## src/rtl/cpu_vec_pkg.sv

```systemverilog
// Shared types for the CPU vector runner: run states and mask bit positions.
// No ports; imported by cpu_vec_store and cpu_vector_runner.
package cpu_vec_pkg;

    typedef enum logic [1:0] {
        S_IDLE = 2'd0,
        S_RST  = 2'd1,
        S_RUN  = 2'd2,
        S_DONE = 2'd3
    } stateT;

    localparam int MSK_OUTM   = 0;
    localparam int MSK_WRITEM = 1;
    localparam int MSK_ADDR   = 2;
    localparam int MSK_PC     = 3;

endpackage

```

## src/rtl/cpu_vec_store.sv

```systemverilog
// Vector table: DEPTH x WIDTH register file, sync write, async read.
// Ports: CLK, we/waddr/wdata write port, raddr -> rdata read port.
module cpu_vec_store
    import cpu_vec_pkg::*;
#(
    parameter int DEPTH = 32,
    parameter int IDX_W = 5,
    parameter int WIDTH = 8
) (
    input  logic             CLK,
    input  logic             we,
    input  logic [IDX_W-1:0] waddr,
    input  logic [WIDTH-1:0] wdata,
    input  logic [IDX_W-1:0] raddr,
    output logic [WIDTH-1:0] rdata
);

    // No reset: table contents survive a reset of the runner.
    logic [WIDTH-1:0] mem [DEPTH];

    always_ff @(posedge CLK) begin
        if (we) begin
            mem[waddr] <= wdata;
        end
    end

    assign rdata = mem[raddr];

endmodule

```

## src/rtl/cpu_vector_runner.sv

```systemverilog
// Table-driven stimulus/check engine for the 16-bit Harvard CPU.
// Ports: table load (vec_*), run control (start/num_vec/stop_on_fail),
// CPU stimulus (cpu_reset/instruction/inM), CPU outputs (cpu_*),
// results (busy/done/pass/fail_count/first_fail_idx).
module cpu_vector_runner
    import cpu_vec_pkg::*;
#(
    parameter int DATA_W  = 16,
    parameter int ADDR_W  = 15,
    parameter int DEPTH   = 32,
    parameter int IDX_W   = $clog2(DEPTH),
    parameter int RST_CYC = 2,
    parameter int FCNT_W  = 8
) (
    input  logic              CLK,
    input  logic              reset,
    input  logic              vec_we,
    input  logic [IDX_W-1:0]  vec_waddr,
    input  logic [DATA_W-1:0] vec_instr,
    input  logic [DATA_W-1:0] vec_inM,
    input  logic [DATA_W-1:0] vec_exp_outM,
    input  logic              vec_exp_writeM,
    input  logic [ADDR_W-1:0] vec_exp_addressM,
    input  logic [ADDR_W-1:0] vec_exp_pc,
    input  logic [3:0]        vec_mask,
    input  logic              start,
    input  logic [IDX_W:0]    num_vec,
    input  logic              stop_on_fail,
    input  logic [DATA_W-1:0] cpu_outM,
    input  logic              cpu_writeM,
    input  logic [ADDR_W-1:0] cpu_addressM,
    input  logic [ADDR_W-1:0] cpu_pc,
    output logic              cpu_reset,
    output logic [DATA_W-1:0] cpu_instruction,
    output logic [DATA_W-1:0] cpu_inM,
    output logic              busy,
    output logic              done,
    output logic              pass,
    output logic [FCNT_W-1:0] fail_count,
    output logic [IDX_W-1:0]  first_fail_idx
);

    typedef struct packed {
        logic [DATA_W-1:0] instr;
        logic [DATA_W-1:0] inM;
        logic [DATA_W-1:0] expOutM;
        logic              expWriteM;
        logic [ADDR_W-1:0] expAddressM;
        logic [ADDR_W-1:0] expPc;
        logic [3:0]        mask;
    } vecT;

    localparam int VEC_W  = $bits(vecT);
    localparam int RCNT_W = (RST_CYC > 1) ? $clog2(RST_CYC) : 1;

    stateT             state;
    logic [IDX_W-1:0]  idx;
    logic [RCNT_W-1:0] rcnt;
    logic [IDX_W:0]    numVecQ;
    logic              stopQ;
    logic [FCNT_W-1:0] failCount;
    logic [IDX_W-1:0]  firstFail;
    logic              failSeen;

    vecT               wrVec;
    vecT               rdVec;
    logic [VEC_W-1:0]  rdBits;
    logic              canLoad;
    logic              mismatch;
    logic              lastVec;

    assign canLoad = (state == S_IDLE) || (state == S_DONE);

    assign wrVec.instr       = vec_instr;
    assign wrVec.inM         = vec_inM;
    assign wrVec.expOutM     = vec_exp_outM;
    assign wrVec.expWriteM   = vec_exp_writeM;
    assign wrVec.expAddressM = vec_exp_addressM;
    assign wrVec.expPc       = vec_exp_pc;
    assign wrVec.mask        = vec_mask;

    cpu_vec_store #(
        .DEPTH (DEPTH),
        .IDX_W (IDX_W),
        .WIDTH (VEC_W)
    ) uStore (
        .CLK   (CLK),
        .we    (vec_we && canLoad),
        .waddr (vec_waddr),
        .wdata (wrVec),
        .raddr (idx),
        .rdata (rdBits)
    );

    assign rdVec = vecT'(rdBits);

    assign mismatch =
        (rdVec.mask[MSK_OUTM]   && (cpu_outM     != rdVec.expOutM))     ||
        (rdVec.mask[MSK_WRITEM] && (cpu_writeM   != rdVec.expWriteM))   ||
        (rdVec.mask[MSK_ADDR]   && (cpu_addressM != rdVec.expAddressM)) ||
        (rdVec.mask[MSK_PC]     && (cpu_pc       != rdVec.expPc));

    assign lastVec = ({1'b0, idx} + (IDX_W+1)'(1)) == numVecQ;

    always_ff @(posedge CLK or posedge reset) begin
        if (reset) begin
            state     <= S_IDLE;
            idx       <= '0;
            rcnt      <= '0;
            numVecQ   <= '0;
            stopQ     <= 1'b0;
            failCount <= '0;
            firstFail <= '0;
            failSeen  <= 1'b0;
        end else begin
            unique case (state)
                S_IDLE, S_DONE: begin
                    if (start) begin
                        state     <= S_RST;
                        numVecQ   <= num_vec;
                        stopQ     <= stop_on_fail;
                        failCount <= '0;
                        firstFail <= '0;
                        failSeen  <= 1'b0;
                        idx       <= '0;
                        rcnt      <= '0;
                    end
                end
                S_RST: begin
                    if (rcnt == RCNT_W'(RST_CYC - 1)) begin
                        state <= (numVecQ == '0) ? S_DONE : S_RUN;
                    end else begin
                        rcnt <= rcnt + RCNT_W'(1);
                    end
                end
                S_RUN: begin
                    if (mismatch) begin
                        if (failCount != '1) begin
                            failCount <= failCount + FCNT_W'(1);
                        end
                        // failSeen distinguishes "first fail at 0" from none.
                        if (!failSeen) begin
                            firstFail <= idx;
                            failSeen  <= 1'b1;
                        end
                    end
                    if (lastVec || (mismatch && stopQ)) begin
                        state <= S_DONE;
                    end else begin
                        idx <= idx + IDX_W'(1);
                    end
                end
                default: state <= S_IDLE;
            endcase
        end
    end

    assign cpu_reset       = (state != S_RUN);
    assign cpu_instruction = (state == S_RUN) ? rdVec.instr : '0;
    assign cpu_inM         = (state == S_RUN) ? rdVec.inM : '0;
    assign busy            = (state == S_RST) || (state == S_RUN);
    assign done            = (state == S_DONE);
    assign pass            = done && (failCount == '0);
    assign fail_count      = failCount;
    assign first_fail_idx  = firstFail;

endmodule
```

## config.mk

```make
export PLATFORM = sky130hd
export DESIGN_NAME = cpu_vector_runner
export DESIGN_NICKNAME = d
export VERILOG_FILES = /design/src/rtl/cpu_vec_pkg.sv /design/src/rtl/cpu_vec_store.sv /design/src/rtl/cpu_vector_runner.sv
export SDC_FILE = /design/constraint.sdc
export NUM_CORES = 2
export LEC_CHECK = 0
export CAP_MARGIN = 20
export CORE_ASPECT_RATIO = 1.75
export CORE_UTILIZATION = 60
export CTS_CLUSTER_SIZE = 28
export DETAILED_ROUTE_END_ITERATION = 12
export HOLD_SLACK_MARGIN = 0.05
export PLACE_DENSITY = 0.81
export SYNTH_ARGS = -nofsm -noshare
export SYNTH_HDL_FRONTEND = slang
export SYNTH_SLANG_ARGS = --single-unit
```

## constraint.sdc

```tcl
create_clock -name CLK -period 7.8 [get_ports CLK]
set_clock_uncertainty 0.1 [all_clocks]
set_input_delay 1.17 -clock CLK [delete_from_list [all_inputs] [get_ports CLK]]
set_output_delay 1.17 -clock CLK [all_outputs]
set_load 0.02 [all_outputs]
```

==> After elaboration in Yosys (flattened, before gate mapping) <==
Memory sizes are Yosys's and may differ from the RTL's.
Cells that the tools add are included.
{ "word_totals": {"regBits": 29, "ram_bits": 2656, "inputBits": 146, "out_inout_bits": 49, "elab_cells": 80, "mem_count": 1} }
{ "classes": {"n_addsub": 4, "n_eq_ne": 17, "mux": 24, "reduce_logical": 26} }
{ "memory_table": {"columns": ["name", "depth", "word_bits", "read_ports", "rd_ports_with_merged_regs", "wr", "line", "source"], "rows": [
  ["uStore.mem", 32, 83, 1, 0, 1, "cpu_vec_store.sv:19", "logic [WIDTH-1:0] mem [DEPTH];"]
]} }
{ "ops": {"columns": ["op", "n"], "rows": [
  ["$mux W16", 2],
  ["$ne A15 B15 Y1", 2],
  ["$mux W8", 3],
  ["$mux W5", 4],
  ["$pmux W5 S2", 2],
  ["$ne A16 B16 Y1", 1],
  ["$ne A2 B2 Y1 const B", 8],
  ["$pmux W8 S2", 1],
  ["$reduce_and A3 Y1", 3],
  ["$add A8 B1 Y8 const B", 1],
  ["$logic_not A8 Y1", 1],
  ["$ne A8 B8 Y1 const B", 1],
  ["$reduce_and A4 Y1", 2],
  ["$logic_and A1 B1 Y1", 7],
  ["$add A5 B1 Y6 const B", 1],
  ["$eq A6 B6 Y1", 1],
  ["$logic_not A6 Y1", 1],
  ["$logic_or A1 B1 Y1", 6],
  ["$mux W1", 6],
  ["$mux W2", 3],
  ["$pmux W2 S3", 1],
  ["$add A5 B1 Y5 const B", 1],
  ["$eq A2 B2 Y1 const B", 2],
  ["$pmux W1 S2", 2],
  ["7 further kinds", 9]
]} }

==> Logic depth before layout (Yosys ltp) <==
An unclocked memory read counts as a cell.
{ "logic_depth": {"ltp_word": 10, "ltp_mapped": 20, "ltp_nobuf": 11} }

==> Modules after synthesis <==
A second synthesis with hierarchy kept.
{ "hier_totals": {"hier_cells": 5060, "hier_area_um2": 103385.4} }
{ "by_module_without_submodules": {"columns": ["module", "instances", "cells_per_inst", "area_each_um2", "seq_area_each_um2"], "rows": [
  ["cpu_vec_store", 1, 4777, 100940.6, 79756.5],
  ["cpu_vector_runner", 1, 283, 2444.8, 725.7]
]} }

==> Least setup slack after synthesis <==
No wires, ideal clock.
{ "synth_path": {"kind": "input to register", "from": "in vec_we", "to": "mem uStore.mem[12][0] (netlist bit) (enable)", "setup_ns": 0.525, "t_arrival_ns": 5.196, "slack_ns": 1.979, "path_stages": 4, "path_buffers": 1, "cell_sequence": "nand2_1 or3_1 clkbuf_1 nor2_1"} }
{ "synth_between": {"elab_chain_len": 3} }
{ "synth_lines": {"columns": ["element", "line", "source"], "rows": [
  ["from (decl)", "cpu_vector_runner.sv:17", "input logic vec_we,"],
  ["$logic_and A1 B1 Y1", "cpu_vector_runner.sv:88", ".we (vec_we && canLoad),"],
  ["$mux W1", "cpu_vec_store.sv:22", "if (we) begin"],
  ["$mux W1 (implied by the code)", "cpu_vec_store.sv:23", "mem[waddr] <= wdata;"],
  ["to (decl)", "cpu_vec_store.sv:19", null]
]} }
No other way between the ends.

==> Worst setup path after layout <==
{ "layout_path": {"from": "reg idx[0]", "to": "out cpu_instruction[10]"} }
{ "layout_between": {"elab_chain_len": 2} }
{ "layout_lines": {"columns": ["element", "line", "source"], "rows": [
  ["from (decl)", "cpu_vector_runner.sv:57", "logic [IDX_W-1:0] idx;"],
  ["from (signal assigned)", "cpu_vector_runner.sv:150", "idx <= idx + IDX_W'(1);"],
  ["$mem_v2 Z32 W83", null, null],
  ["$mux W16", "cpu_vector_runner.sv:159", "assign cpu_instruction = (state == S_RUN) ? rdVec.instr : '0;"],
  ["to (decl)", "cpu_vector_runner.sv:34", "output logic [DATA_W-1:0] cpu_instruction,"]
]} }
No other way between the ends.

==> results <==
- The final setup TNS is 0 ps.
- The leakage component of the power is 35.42 nW.
- The number of nets in the final layout is 5169.
- The net switching power of the design is 5.266 mW.
- Summed over all nets, the half-perimeter wirelength after detailed placement is 135700 um.
- The average wire length per cell after detail routing is 36.91 um.
- The worst-case IR drop observed on VDD is 0.2268 mV.
- The average via count per standard cell is 7.126.
- Across the whole layout, storage elements account for 80500 um2.
- The clock passes through at most 4 buffers.
- The TritonCTS buffer count is 219.
- The standard cell core area is 171500 um2.
- The number of inserted filler cells in the final layout is 10010.
- Setup repair after global routing left no endpoint under its margin.
- The worst register-to-register path ends at idx[2].
- The fraction of power spent switching nets is 0.1938.
- Counting flops and latches in the post-synthesis netlist gives 2685.
- The die is 316.3 um wide.
- Of the total power, registers draw 0.585.
- The CTS root buffer is clkbuf_16.
- The least setup slack across all paths after layout is 1158 ps.
- The first global-routing pass estimated 386300 um of wire.
- The number of iterations in the first detailed-routing pass is 7.
- Traced cell by cell, the critical path runs through buf_12 -> buf_12 -> mux4_2 -> mux4_2 -> nand2_1 -> a21oi_1 -> clkdlybuf4s50_1.
- The number of different library cells in the post-synthesis netlist is 75.
- For this run, the top clock speed supported by timing is 150.6 MHz.
- In this run the worst path has a maximum fanout of 113.
- The synthesized netlist occupies a cell area of 103700 um2.
- Timing analysis after detailed placement gives a worst setup slack of 1719 ps.
- In this run, the number of DRC markers left after iteration 0 of detailed routing was 7325.
- The number of hold buffers added after CTS was 0.
- The type of origin of the critical path is a register.
- After synthesis, the share of flip-flops with an asynchronous set or reset is 0.01080.
- The smallest clock period supported by the final layout is computed as 6642 ps.
- The max-slew violation count is 0.
- The mean instance size in the synthesized netlist is 21.85 um2.
- The combinational group share of total power is 0.014.
- The number of rows in the core area is 201.
- At the end of routability-driven placement, the weighted congestion stood at 0.8299.
- The die height is 552.0 um.
- The number of global-route vias before repair came to 54570.
- The source of the worst register-to-register timing path is idx[1].
- The internal cell power is 21.90 mW.
- Of the cells placed in the final design, the portion with a size suffix greater than 1 is 0.2019.
- The post-cts resize count is 0.
- The number of setup violations in the final report is 0.
- The floorplan step defined a die boundary enclosing 174600 um2.
- 195 I/O pins were placed.
- The critical path data required time is 6530 ps.
- After clock tree synthesis, the clock-pin slew on the worst setup and hold paths is 70 ps.
- The worst-case register-to-register setup slack is 1550 ps.
- The number of antenna violations at the first check in global routing is 29.
- On the critical path, the stage with the largest delay is an instance of dfrtp_4.
- The worst min-delay path class is input port to async pin.
- The worst setup path is of the register to primary output kind.
- TritonCTS built the clock tree.
- The H-tree generated during clock tree synthesis spans 4 levels.
- STA classifies the critical path endpoint as a primary output.
- The global-route total usage across every layer is 0.3164.
- Post-CTS timing repair inserted 0 buffers for setup.
- The total wirelength of the detailed-routed design is 274400 um.
- The worst path arrival time is 5370 ps.
- The total of max-cap violations is 0.
- The insertion delay to the later sink of the worst-skew pair is 860 ps.
- The total overflow left after global routing is 0.
- The actual transition at the worst max-transition pin is 1187 ps.
- The number of warnings printed during yosys synthesis is 0.
- The clock network fraction of total power is 0.401.
- The total number of vias is 52980.
- Power spread over the standard cell area amounts to 234.7 nW/um2.
- Compared with the post-synthesis result, the final layout area differs by 11.60%.
- Counting flops with a built-in enable in the synthesized netlist gives 2656.
- At the end of the flow the core is filled with cells to 0.6749.
- The commonest register cell after synthesis is edfxtp_1.
- The largest net degree at the start of global routing is 114.
- The worst slew margin relative to its limit is 0.2077.
- The number of endpoints with negative hold slack in the final report came to 0.
- The detailed-route DRC error count is 0.
- The run finished with clean final reports.
- Synthesis produced a netlist with a net count of 4898.
- Input and output buffers added on the ports amount to 194.
- In the finished design, the share of the clock period the worst path needs comes to 0.8516.
- The multi-input combinational cells in the finished layout cover a total of 22160 um2.
- The remaining antenna violation count after routing is 0.
- The gate count after technology mapping is 4746.
- The largest incremental delay on the critical path is 910 ps.
- The initial standard-cell utilization of the core is 0.6047.
- The number of cells on the worst reg-to-reg path is 13.
- For this design, the sink count on the clock tree is 2685.
- The share of the Yosys chip area taken by registers is 0.7759.
cell families after synthesis:
| logic type | share of synthesized area |
|---|---|
| flops | 0.7759 |
| mux | 0.1621 |
| simple gates | 0.02033 |
| compound gates | 0.02282 |
| buf+inv | 0.01315 |
| xor+xnor | 0.004982 |
| fa+ha+maj | 0.0007238 |
metrics by stage:
stage | total power [mW] | hold WS, ps | cell area, um2 | std cells
global route | 27.69 | 490.4 | 115700 | 7421
floorplan | 16.25 | 413.6 | 103700 | 4746
finish | 27.17 | 490.7 | 115800 | 7434
global placement | 16.54 | 448.2 | 108700 | 7026
detailed placement | 16.57 | 472.2 | 108700 | 7026
CTS | 27.20 | 488.3 | 115600 | 7411
critical path: cells and delay by family, from the launching register on:
family	cells	cell delay (ps)
multiplexers	2	1120
buffers and inverters	3	1940
AO/OA/AOI/OAI	1	150
flip-flops	1	910
AND/OR/NAND/NOR	1	110
layout by cell type, fill, tap and decap left out, types with 7 or more instances in the layout:
cell type	synthesis	routed
nand2b_1	9	9
nor2b_1	11	8
a211oi_1	8	8
a21oi_1	68	68
mux4_2	558	558
clkinv_1	0	42
nand4_1	22	22
mux2i_1	383	383
clkbuf_16	0	221
mux2_2	13	13
dfrtp_1	29	24
a31oi_1	8	8
buf_12	2	37
xor2_1	28	28
nor2_4	0	34
clkbuf_1	88	39
edfxtp_1	2656	2656
a22o_1	9	9
diode_2	0	20
nand2_1	138	138
clkinvlp_4	0	10
mux4_1	10	10
xnor2_1	31	31
nand3b_1	7	7
nand3_1	97	97
o22ai_1	44	44
a22oi_1	144	144
clkinv_2	0	41
inv_1	18	15
nor4_1	18	18
clkdlybuf4s50_1	0	194
nor2_1	64	28
nor3_1	9	9
buf_4	30	69
bufinv_16	0	22
area by class of cell:
cell class,count,area share
tap,2233,0.02414
inverter,18,0.0006594
timing repair buffer,303,0.02834
multi-input combinational,1790,0.1914
clock buffer,262,0.04918
clock inverter,123,0.01034
antenna,20,0.0004324
sequential,2685,0.6955
synthesized netlist by cell type (all sizes together), types with 4 or more instances:
cell type     n  area share
edfxtp     2656        0.77
mux4        568        0.12
mux2i       383       0.037
buf         165      0.0093
a22oi       144       0.010
nand2       138      0.0050
nand3        97      0.0047
clkbuf       88      0.0032
a21oi        68      0.0033
nor2         64      0.0023
o22ai        44      0.0027
xnor2        31      0.0026
dfrtp        29      0.0070
xor2         28      0.0024
nand4        22      0.0013
inv          18     0.00065
nor4         18      0.0011
mux2         13      0.0014
nor2b        11     0.00066
nor3         10     0.00053
a211oi        9     0.00070
a22o          9     0.00076
nand2b        9     0.00054
a31oi         8     0.00048
o21ai         8     0.00039
nand3b        7     0.00051
a32o          6     0.00058
and2          6     0.00036
and3          6     0.00036
ha            6     0.00072
a2111oi       5     0.00066
and4          5     0.00042
or3           5     0.00030
nor3b         4     0.00029
o211ai        4     0.00029
o221ai        4     0.00034
o31ai         4     0.00029
or3b          4     0.00034
power by group through the flow:
stage	Sequential (mW)	Combinational, mW	Clock [mW]
floorplan	16.2	0.0432	0
global placement	16.2	0.344	0
detailed placement	16.2	0.366	0
CTS	15.9	0.368	10.9
global route	15.9	0.398	11.4
finish	15.9	0.379	10.9
per-layer routing:
metal,vias to the layer above,share of wire,track usage
met2,4029,0.51,0.5365
met4,22,0.063,0.1898
li1,20480,-,-
met1,27470,0.32,0.3779
met3,981,0.098,0.05629
met5,-,0.00045,0
registers in the layout, summed over array words and instances (netlist names):
name            count
idx                 5
numVecQ             6
rcnt                1
fail_count          8
state               2
failSeen            1
first_fail_idx      5
uStore.mem       2656
stopQ               1
worst max path at each step:
stage                     slack (ps)             endpoint   start  cells after the start
after floorplan                 1980    uStore.mem[12][0]  vec_we                      4
after detailed placement        1720               idx[2]  idx[0]                     12
final                           1160  cpu_instruction[10]  idx[0]                      7
after global placement          1880               idx[2]  idx[0]                     12
after CTS                       1060   cpu_instruction[4]  idx[0]                      7
after global routing             840  cpu_instruction[10]  idx[0]                      7
(Power assumes the default switching activity.)
